[config.mk]
export PLATFORM = sky130hd
export DESIGN_NAME = mem_arbiter_nch
export DESIGN_NICKNAME = d
export VERILOG_FILES = /design/src/rtl/mem_arbiter_nch.sv
export SDC_FILE = /design/constraint.sdc
export NUM_CORES = 1
export LEC_CHECK = 0
export BUFFER_PORTS_ARGS = -buffer_cell sky130_fd_sc_hd__buf_2
export CAP_MARGIN = 30
export CORE_ASPECT_RATIO = 0.6
export CORE_MARGIN = 3
export CORE_UTILIZATION = 40
export DETAILED_ROUTE_END_ITERATION = 6
export MAX_ROUTING_LAYER = met4
export PLACE_DENSITY = 0.66
export SYNTH_ARGS = -nofsm -noshare
export SYNTH_HDL_FRONTEND = slang
export SYNTH_SLANG_ARGS = --single-unit
[constraint.sdc]
create_clock -name clk_in -period 4.7 [get_ports clk_in]
set_input_delay 0.705 -clock clk_in [delete_from_list [all_inputs] [get_ports clk_in]]
set_output_delay 0.705 -clock clk_in [all_outputs]
set_load 0.01 [all_outputs]
[src/rtl/mem_arbiter_nch.sv]
// Round-robin arbiter of NUM_CH word requesters onto a byte-serial RAM/IO bus.
// One transfer runs at a time; reads and writes are sequenced one byte per cycle.
module mem_arbiter_nch #(
    parameter int NUM_CH  = 3,
    parameter int MAX_LEN = 4
) (
    input  logic                  clk_in,
    input  logic                  rst_in,
    input  logic                  rdy_in,
    input  logic                  io_buffer_full,
    input  logic [7:0]            ram_din,
    output logic [7:0]            ram_dout,
    output logic [31:0]           ram_a,
    output logic                  ram_wr,
    input  logic [NUM_CH-1:0]     req_valid,
    input  logic [NUM_CH-1:0]     req_wr,
    input  logic [32*NUM_CH-1:0]  req_addr,
    input  logic [32*NUM_CH-1:0]  req_wdata,
    input  logic [3*NUM_CH-1:0]   req_len,
    output logic [NUM_CH-1:0]     done,
    output logic [31:0]           rdata
);
    localparam int CH_W = (NUM_CH > 1) ? $clog2(NUM_CH) : 1;

    typedef enum logic [1:0] {IDLE, READ, WRITE, DONE} state_t;

    state_t          state_q;
    logic [CH_W-1:0] last_grant_q;
    logic [2:0]      cnt_q;
    logic [2:0]      len_q;
    logic [31:0]     addr_q;
    logic [31:0]     wdata_q;
    logic [31:0]     rdata_q;
    logic            wr_q;

    logic            gnt_found;
    logic [CH_W-1:0] gnt_idx;
    logic [CH_W-1:0] scan_idx;
    logic [2:0]      gnt_len_raw;
    logic [2:0]      gnt_len;
    logic            io_stall;

    // Round-robin: first requester strictly after the last grant wins.
    always_comb begin
        // NOTE: every variable gets a default before any branch so no latch is inferred.
        gnt_found = 1'b0;
        gnt_idx   = '0;
        scan_idx  = '0;
        for (int i = 1; i <= NUM_CH; i++) begin
            scan_idx = CH_W'((int'(last_grant_q) + i) % NUM_CH);
            if (!gnt_found && req_valid[scan_idx]) begin
                gnt_found = 1'b1;
                gnt_idx   = scan_idx;
            end
        end
    end

    assign gnt_len_raw = req_len[3*gnt_idx +: 3];
    assign gnt_len     = (gnt_len_raw > 3'(MAX_LEN)) ? 3'(MAX_LEN) : gnt_len_raw;
    assign io_stall    = (addr_q[17:16] == 2'b11) && io_buffer_full;
    assign rdata       = rdata_q;

    always_comb begin
        ram_a    = '0;
        ram_dout = '0;
        ram_wr   = 1'b0;
        done     = '0;
        unique case (state_q)
            READ: begin
                // While frozen, keep the previous byte's address on the bus so
                // ram_din still carries it when the pipeline resumes.
                if (!rdy_in && cnt_q != 3'd0)
                    ram_a = addr_q + 32'(cnt_q) - 32'd1;
                else if (cnt_q < len_q)
                    ram_a = addr_q + 32'(cnt_q);
            end
            WRITE: begin
                ram_a    = addr_q + 32'(cnt_q);
                ram_dout = 8'(wdata_q >> (8 * cnt_q));
                ram_wr   = rdy_in && !io_stall;
            end
            DONE:    done[last_grant_q] = 1'b1;
            default: ;
        endcase
    end

    always_ff @(posedge clk_in or negedge rst_in) begin
        // NOTE: state uses non-blocking assignments so every register sees pre-edge values.
        if (!rst_in) begin
            state_q      <= IDLE;
            last_grant_q <= CH_W'(NUM_CH - 1);
            cnt_q        <= '0;
            len_q        <= '0;
            addr_q       <= '0;
            wdata_q      <= '0;
            rdata_q      <= '0;
            wr_q         <= 1'b0;
        end else if (rdy_in) begin
            unique case (state_q)
                IDLE: begin
                    if (gnt_found) begin
                        last_grant_q <= gnt_idx;
                        addr_q       <= req_addr[32*gnt_idx +: 32];
                        wdata_q      <= req_wdata[32*gnt_idx +: 32];
                        wr_q         <= req_wr[gnt_idx];
                        len_q        <= gnt_len;
                        cnt_q        <= '0;
                        rdata_q      <= '0;
                        if (gnt_len == 3'd0)
                            state_q <= DONE;
                        else if (req_wr[gnt_idx])
                            state_q <= WRITE;
                        else
                            state_q <= READ;
                    end
                end
                READ: begin
                    if (cnt_q != 3'd0)
                        rdata_q <= rdata_q | (32'(ram_din) << (8 * (cnt_q - 3'd1)));
                    if (cnt_q == len_q)
                        state_q <= DONE;
                    else
                        cnt_q <= cnt_q + 3'd1;
                end
                WRITE: begin
                    if (!io_stall) begin
                        if (cnt_q == len_q - 3'd1)
                            state_q <= DONE;
                        else
                            cnt_q <= cnt_q + 3'd1;
                    end
                end
                DONE:    state_q <= IDLE;
                default: state_q <= IDLE;
            endcase
        end
    end

endmodule

; ---- Yosys cells after proc, flatten, opt, wreduce, memory -nomap -nowiden
; Index checks and enable logic that the tools add are counted.
[totals]
ff_bits = 106
in_bits = 219
out_inout_bits = 76
word_cells = 103
[classes]
addsub = 8
multipliers = 1
div = 3
n_lt_le_gt_ge = 8
n_eq_ne = 13
shifts = 5
muxes = 38
bitwise = 1
n_reduce_logical = 19
[ops]
columns = cell, n
row1 = variable part select 96 x 8 -> 32 bit, 2
row2 = two-way mux 32 bit, 4
row3 = one-hot mux 32 bit (2 select lines), 2
row4 = "remainder unit 32 x 3 -> 32 bit, second input constant", 3
row5 = adder 32 x 3 -> 32 bit, 1
row6 = bitwise OR 32 bit, 1
row7 = << shifter 8 x 32 -> 32 bit, 1
row8 = >> shifter 32 x 6 -> 8 bit, 1
row9 = "subtractor 32 x 1 -> 32 bit, second input constant", 1
row10 = two-way mux 2 bit, 9
row11 = two-way mux 3 bit, 6
row12 = "< comparator 2 x 3 -> 1 bit, second input constant", 5
row13 = "inequality test 2 bit, second input constant", 7
row14 = two-way mux 1 bit, 9
row15 = one-hot mux 3 bit (3 select lines), 1
row16 = variable part select 9 x 5 -> 3 bit, 1
row17 = binary-select mux 1 bit (select 2 bit), 4
row18 = two-way mux 8 bit, 1
row19 = one-hot mux 2 bit (4 select lines), 1
row20 = "adder 2 x 2 -> 3 bit, second input constant", 2
row21 = "equality test 2 bit, second input constant", 3
row22 = equality test 3 bit, 2
row23 = logical AND 1 bit, 6
row24 = AND reduction 6 bit, 1
row25 = other kinds (18), 22

; ---- Logic depth before layout (Yosys ltp)
; Gate-level depths: netlist (run 1).
[depth]
ltp_word = 19
depth_mapped = 12
mapped_depth_nobuf = 10

; ---- Worst setup path after synthesis (run 1)
; Ideal clock, no wire load.
[synth_timing]
path_type = register -> output
from = register cnt_q[0]
to = output ram_a[22]
arrival_time_ps = 3374
required_time_ps = 3995
path_slack_ps = 621
path_stages_with_launch = 12
n_path_buf = 1
cell_sequence = dfrtp_1 ha_1 fa_1 a21oi_2 buf_6 nor2_1 xor2_2 a2111oi_4 nand2b_1 or4_4 or3_1 a31oi_1
[synth_between]
elab_chain_cells = 4
word_cells_on_any_way = 8
classes_between = add/sub (2) / order compare (1) / mux (3) / reduce/logical (2)
[synth_lines]
columns = element, line
row1 = "start, declared", 29  ; logic [2:0] cnt_q;
row2 = "start signal, assigned", 123  ; cnt_q <= cnt_q + 3'd1;
row3 = "start signal, assigned", 130  ; cnt_q <= cnt_q + 3'd1;
row4 = adder 32 x 3 -> 32 bit (tied with other cells), "73, 75, 78"
row5 = subtractor 32 x 1 -> 32 bit (tied with other cells), 73  ; ram_a = addr_q + 32'(cnt_q) - 32'd1;
row6 = two-way mux 32 bit, 72  ; if (!rdy_in && cnt_q != 3'd0)
row7 = one-hot mux 32 bit (2 select lines) (*), 68  ; unique case (state_q)
row8 = "end, declared", 13  ; output logic [31:0] ram_a,
; Every way passes the cells marked *; elsewhere a longest branch is shown, timed or not.

; ---- Worst setup path in the final report (run 1)
[layout_timing]
from = register cnt_q[0]
to = output ram_a[31]
; The elaborated chain is that of the path after synthesis.

==> results.md, run 1 <==
* Leak at 5.23 nW
* DRT iter0 DRCs at 643
* IO Port Bufs at about 300
* DP Worst Slack at 0.340 ns
* Initial Util at 0.416
* Total track usage at 0.231
* Synth Area per Inst at between 8 and 9 um^2
* Combinational power share at 0.600
* Die Span Y at around 120 um
* Fin util at 0.519
* Clock Latency Late Sink at approximately 0.35 ns
* DP HPWL at 21.3 mm
* Met1 Track Usage GR at 0.334
* Syn Std Cell Area at 8500 um^2
* Core Area at 20400 um^2
* Final WL at 27.3 mm
* Gpl congestion at 0.927
* Finish-stage setup viols at 0
* Setup crit end kind: primary output
* Post-Synth Simple-Gate Area at 0.230
* CTS root buffer: clkbuf_16
* Area Overhead vs Synth at 24.8%
* Max Cap Viol at 0
* First drt pass iteration count at 5
* Via count at 8586
* Post-Synth Adder-Cell Area at 0.0330
* Clock power frac at 0.127
* Sink Count at 106
* Die area at 23100 um^2
* Met2 GRT Util at 0.348
* Clk buf depth at 2
* CTS Hold Bufs at 0
* CP arrival at 3.88 ns
* Slew HR at 0.448
* EDFF count, synth at 0
* Internal at 0.00319 W
* Largest family of logic cells by synthesized area: simple AND/OR/NAND/NOR gates
* Seq/Total Area, Yosys at 0.312
* H-tree levels at 3
* Top_reg_cell synth: dfrtp_1
* CP max FO at 10
* First-pass GRT wire length at 42.4 mm
* Routed len/inst at 17.4 um
* Number of library cell types mapped by synthesis at 91
* Mapped Cells at 1031
* Site row count at 40
* GRT overflow at 0
* Mapped Nets at 1271
* Cts bufs inserted at 9
* Pin count of the biggest net entering global routing at 92
* Fmax at 218 MHz
* Outcome: finished, final reports clean
* XOR/XNOR Fraction of Synth Area at 0.0452
* Busiest grt layer: met2
* Register share of total power at 0.273
* Switching pwr at 0.00307 W
* Fillcell total at just over 2k
* Vias per cell at 5.46
* Cell Pwr Density at 590 nW/um^2
* Mux cell area share after synthesis at 0.114
* Maximum vdd drop at 0.332 mV
* Chip Width at 194 um
* CTS tree: done
* Worst R2R Path Depth at 9
* Critical Path RT at between 3 and 4 ns
* YS warnings at 0
* Worst slew pin tran at 0.825 ns
* Setup ws final at 0.119 ns
* Nets at 1532
* Startpoint Class: flop
* Synth area leader: dfrtp_1
* Fin crit period at 4.58 ns
* Worst Clk Skew at ~0.011 ns
* FF+latch count, synth at 106
* Final period utilization at 0.975
* Layout cells sized above 1 at 0.305
* Drc violations at 0
* GRT met3 Usage at 0.0424
* IO Count at 295
* Initial antenna violation count at 2
* Worst Hold Class: input port to asynchronous set/reset pin
* Synth top area share at 0.309
* CP Class: flop to primary output
* Vias in the first global route at 7899
* Sw Ratio at 0.490
* Compound-cell area share of the yosys netlist at 0.218
* Top cells by area, synth: dfrtp_1 31%, mux2i_1 8.8%, nor2_1 5.7%, a21oi_1 5.2%, o21ai_0 5.2%
* Reg clk slew, reported paths at 0.08 ns
* Final Max Tran Viols at 0
* Final Hold Viols at 0
* Final ANT Viol Nets at 0
* Ys async rst share at 1.00
[metrics by stage]
stage / instances / instance area, um^2 / setup TNS (ns) / hold WS [ns] / power (W)
floorplan: 1031 / 8500 / 0 / 0.409 / 0.00425
global placement: 1550 / 10200 / 0 / 0.461 / 0.00535
detailed placement: 1550 / 10200 / 0 / 0.468 / 0.00541
CTS: 1566 / 10500 / 0 / 0.486 / 0.00623
global route: 1572 / 10600 / -0.0290 / 0.135 / 0.00677
finish: 1572 / 10600 / 0 / 0.153 / 0.00626
[layout make-up]
cell class	count	area [um^2]	area share
Multi-Input combinational cell	830	5500	0.519
Sequential cell	106	2650	0.250
Timing Repair Buffer	322	1700	0.161
Tap cell	273	342	0.0322
Clock buffer	9	225	0.0212
Inverter	23	86.3	0.00814
Clock inverter	7	83.8	0.00791
Antenna cell	2	5.00	0.000472
[sequential cells by signal (all words and copies together), names as in the netlist]
| name | count |
|---|---|
| wdata_q | 32 |
| addr_q | 32 |
| state_q | 2 |
| len_q | 3 |
| cnt_q | 3 |
| rdata | 32 |
| last_grant_q | 2 |
[worst max-delay path, stage by stage (launching register included)]
cell and delay, ns:
dfrtp_1 0.39, ha_1 0.27, fa_2 0.41, a21oi_4 0.25, buf_4 0.22, or3_4 0.18
nor3_4 0.07, or3_2 0.46, a22oi_4 0.28, o211ai_4 0.14, o311a_1 0.35, or3_1 0.34
buf_2 0.15
[cells by family (layout without fill, tap and decap cells)]
| logic type | count (synthesis) | in the layout |
|---|---|---|
| AOI/OAI and AO/OA | 288 | 288 |
| adders and majority gates | 22 | 22 |
| and+or+nand+nor | 391 | 391 |
| muxes | 86 | 86 |
| other | 0 | 2 |
| xor gates and xnor gates | 43 | 43 |
| DFF | 106 | 106 |
| buffers and inverters | 95 | 361 |
[synth_stat cells, types with 8 or more instances]
| cell | instances |
|---|---|
| nor2_1 | 130 |
| dfrtp_1 | 105 |
| nand2_1 | 105 |
| a21oi_1 | 88 |
| o21ai_0 | 88 |
| mux2i_1 | 75 |
| clkbuf_1 | 43 |
| xnor2_1 | 29 |
| a22o_1 | 28 |
| nand3_1 | 24 |
| inv_1 | 23 |
| ha_1 | 20 |
| buf_2 | 15 |
| nor2b_1 | 15 |
| nor3_1 | 15 |
| xor2_1 | 13 |
| and2_1 | 12 |
| and3_1 | 11 |
| nand4_1 | 10 |
| or3_1 | 10 |
| a31oi_1 | 9 |
| nor4_1 | 9 |
| mux4_2 | 8 |
[cells in the final DEF (no fill, tap or decap), drive strengths merged, types with 26 or more instances in the layout]
master | synthesis | routed
mux2i | 75 | 75
nand2 | 106 | 106
xnor2 | 29 | 29
nor2 | 132 | 132
nand3 | 26 | 26
inv | 23 | 29
a22o | 28 | 28
a21oi | 91 | 91
dfrtp | 105 | 105
o21ai | 90 | 90
buf | 29 | 322
[power groups by stage]
stage	clock (W)	combinational [W]	sequential (W)
finish	0.000797	0.00375	0.00171
global route	0.000848	0.00416	0.00177
CTS	0.000818	0.00371	0.00170
detailed placement	0	0.00370	0.00171
global placement	0	0.00365	0.00170
floorplan	0	0.00271	0.00153
[timing repair]
action | CTS | global route
buffers inserted | 0 | 3
resized for setup | 2 | 8
endpoints found under the setup margin | 2 | 12
pin swaps | 0 | 3
[path summary, 6_finish.rpt]
path                                  from         endpoint  slack [ns]
max                               cnt_q[0]        ram_a[31]        0.12
min                                 rst_in        addr_q[8]        0.15
max reg2reg                last_grant_q[1]         rdata[7]        1.01
min reg2reg                    wdata_q[20]      wdata_q[20]        0.48
max in group asynchronous           rst_in  last_grant_q[1]        3.52
min in group clk_in            wdata_q[20]      wdata_q[20]        0.48
[layer usage]
metal / share of wire / vias to the layer above
met1: 0.47 / 4009
met5: 0 / -
met2: 0.44 / 330
met3: 0.077 / 15
met4: 0.0067 / 0
li1: - / 4232
No activity file was read; power rests on OpenSTA's default activity.
==> inputs of run 2 (changes only) <==
--- a/config.mk
+++ b/config.mk
@@ -13,6 +13,7 @@
 export DETAILED_ROUTE_END_ITERATION = 6
 export MAX_ROUTING_LAYER = met4
 export PLACE_DENSITY = 0.66
+export REMOVE_ABC_BUFFERS = 1
 export SYNTH_ARGS = -nofsm -noshare
 export SYNTH_HDL_FRONTEND = slang
 export SYNTH_SLANG_ARGS = --single-unit
==> results.md, run 2 (same netlist as run 1, synthesis figures left out) <==
* Clock Latency Late Sink at 0.36 ns (about the same)
* Worst Clk Skew at 0.0120 ns (+0.00106 ns)
* Reg clk slew, reported paths at 0.09 ns (about the same)
* Worst Hold Class: input port to asynchronous set/reset pin
* Drc violations at 0 (unchanged)
* Total track usage at 0.253 (+0.0212)
* Design Area, Final at 10700 um^2 (+0.94%)
* Max stage delay on crit path at 0.56 ns (+0.10 ns)
* R2R Path End: rdata[2]
* Register share of total power at 0.261 (-0.012)
* DP HPWL at 23.2 mm (+8.7%)
* Area Overhead vs Synth at 26.0%
* Critical-path cell list: ha_2 > fa_2 > a21oi_4 > nor4b_1 > buf_4 > xor2_1 > a2111oi_4 > nand2b_1 > or4_4 > or3_1 > a31oi_1 > buf_2
* Fin crit period at 4.50 ns (-0.0819 ns)
* CP max FO at 5 (-5)
* Core Area at 20400 um^2 (unchanged)
* Setup crit end kind: primary output
* Placed cells at 1565 (+0.97%)
* CTS tree: done
* Internal at 0.00323 W (+1.4%)
* Switching pwr at 0.00312 W (+1.7%)
* Slowest CP cell: or4_4
* IO Count at 295 (unchanged)
* Placed cell area at 10300 um^2 (+1.4%)
* Chip Width at 194 um (unchanged)
* Pin count of the biggest net entering global routing at 72 (-22%)
* Top cell family by delay on the critical path: simple AND/OR/NAND/NOR gates
* Final Hold Viols at 0 (unchanged)
* CTS root buffer: clkbuf_16
* Die area at 23100 um^2 (unchanged)
* Gpl congestion at 1.05 (+13%)
* CP Class: flop to primary output
* Clk buf depth at 2 (unchanged)
* First drt pass iteration count at 5 (unchanged)
* Sink Count at 106 (unchanged)
* DP Worst Slack at 0.405 ns (+0.0657 ns)
* Final WL at 29.0 mm (+6.2%)
* H-tree levels at 3 (unchanged)
* Setup ws final at 0.201 ns (+0.0819 ns)
* Die Span Y at 119 um (unchanged)
* Worst R2R Path Depth at 9 (unchanged)
* Final period utilization at 0.957 (-0.0174)
* Commonest non-fill, non-tap cell in the layout: buf_2
* CTS Hold Bufs at 0 (unchanged)
* Final ANT Viol Nets at 0 (unchanged)
* Finish-stage setup viols at 0 (unchanged)
* Vias in the first global route at 8208 (+3.9%)
* Initial Util at 0.416 (unchanged)
* Setup_tns at 0 ns (unchanged)
* Layout cells sized above 1 at 0.313 (+0.00737)
* Routed len/inst at 18.3 um (+5.6%)
* DRT iter0 DRCs at 678 (+5.4%)
* Critical Path RT at 3.99 ns (about the same)
* RSZ-0062 raised after global routing: no
* IO Port Bufs at 294 (unchanged)
* Post-Layout Cell Count at 1581 (+0.57%)
* Cell Pwr Density at 594 nW/um^2 (+0.60%)
* Final Max Tran Viols at 0 (unchanged)
* Most frequent cells in the layout: 293 x buf_2, 129 x nor2_1, 105 x nand2_1, 105 x dfrtp_1
* Outcome: finished, final reports clean
* Sw Ratio at 0.491 (+0.000705)
* Site row count at 40 (unchanged)
* Reg2reg setup slack at 0.99 ns (-0.02 ns)
* Clock power frac at 0.125 (-0.002)
* Worst slew pin tran at 0.799 ns (-0.0259 ns)
* Nets at 1543 (+0.72%)
* Combinational power share at 0.613 (+0.013)
* Post-CTS Setup Bufs at 0 (unchanged)
* Fmax at 222 MHz (+1.8%)
* CP bufs+invs at 2 (unchanged)
* Leak at 5.32 nW (+1.7%)
* Vias per cell at 5.47 (+0.22%)
* First-pass GRT wire length at 45.5 mm (+7.2%)
* Maximum vdd drop at 0.349 mV (+4.9%)
* Ant. Diodes at 0 (-2)
* Via count at 8654 (+0.79%)
* R2R Path Start: last_grant_q[1]
* Slew HR at 0.467 (+0.0193)
* Max Cap Viol at 0 (unchanged)
* Startpoint Class: flop
* Initial antenna violation count at 0 (-2)
* Total Power at 0.00635 W (+1.5%)
* Cts bufs inserted at 9 (unchanged)
* CP arrival at 3.79 ns (-0.09 ns)
* GRT overflow at 0 (unchanged)
-- run 2: changes by cell type in the layout (fill, tap and decap cells not counted), sizes merged --
cell / delta
diode: -2
inv: -5
buf: +11
clkinv: +5
-- run 2: repair_timing --
| item | CTS | global route |
|---|---|---|
| pin swaps | 0 | 2 |
| endpoints found under the setup margin | 1 | 14 |
| gates resized for setup | 1 | 13 |
-- run 2: worst max path at each step --
stage / start / endpoint / slack [ns] / depth (start not counted)
final: cnt_q[0] / ram_a[22] / 0.20 / 12
after global routing: cnt_q[0] / ram_a[22] / 0.03 / 12
after CTS: cnt_q[0] / ram_a[22] / 0.02 / 11
after detailed placement: cnt_q[0] / ram_a[20] / 0.41 / 12
after global placement: cnt_q[0] / ram_a[20] / 0.40 / 12
after floorplan: last_grant_q[1] / state_q[1] / -2.38 / 8
-- run 2: per-stage QoR --
step / util / hold WS, ns
global placement: 0.505 / 0.459
detailed placement: 0.505 / 0.468
finish: 0.524 / 0.401
global route: 0.524 / 0.456
CTS: 0.521 / 0.437
floorplan: - / 0.409
-- run 2: area by class of cell --
type / instances / area, um^2
fill: 1984 / 9720
clock inverter: 7 / 93.8
clock buffer: 9 / 225
sequential: 106 / 2650
multi-input combinational: 830 / 5500
timing repair buffer: 333 / 1800
tap: 273 / 342
inverter: 23 / 86.3
-- run 2: power by group through the flow --
stage,Clock [W],Sequential [W],Combinational [W]
after floorplan,0,0.00166,0.00260
after global placement,0,0.00166,0.00380
after detailed placement,0,0.00166,0.00386
after CTS,0.000817,0.00165,0.00387
after global routing,0.000849,0.00172,0.00432
final,0.000797,0.00166,0.00390
-- run 2: per-layer routing --
metal / share of wire / GRT usage / vias up
met5: 0 / - / -
met4: 0.0071 / 0.0291 / 0
met3: 0.091 / 0.0571 / 16
met2: 0.39 / 0.336 / 327
met1: 0.51 / 0.397 / 4049
li1: - / - / 4262
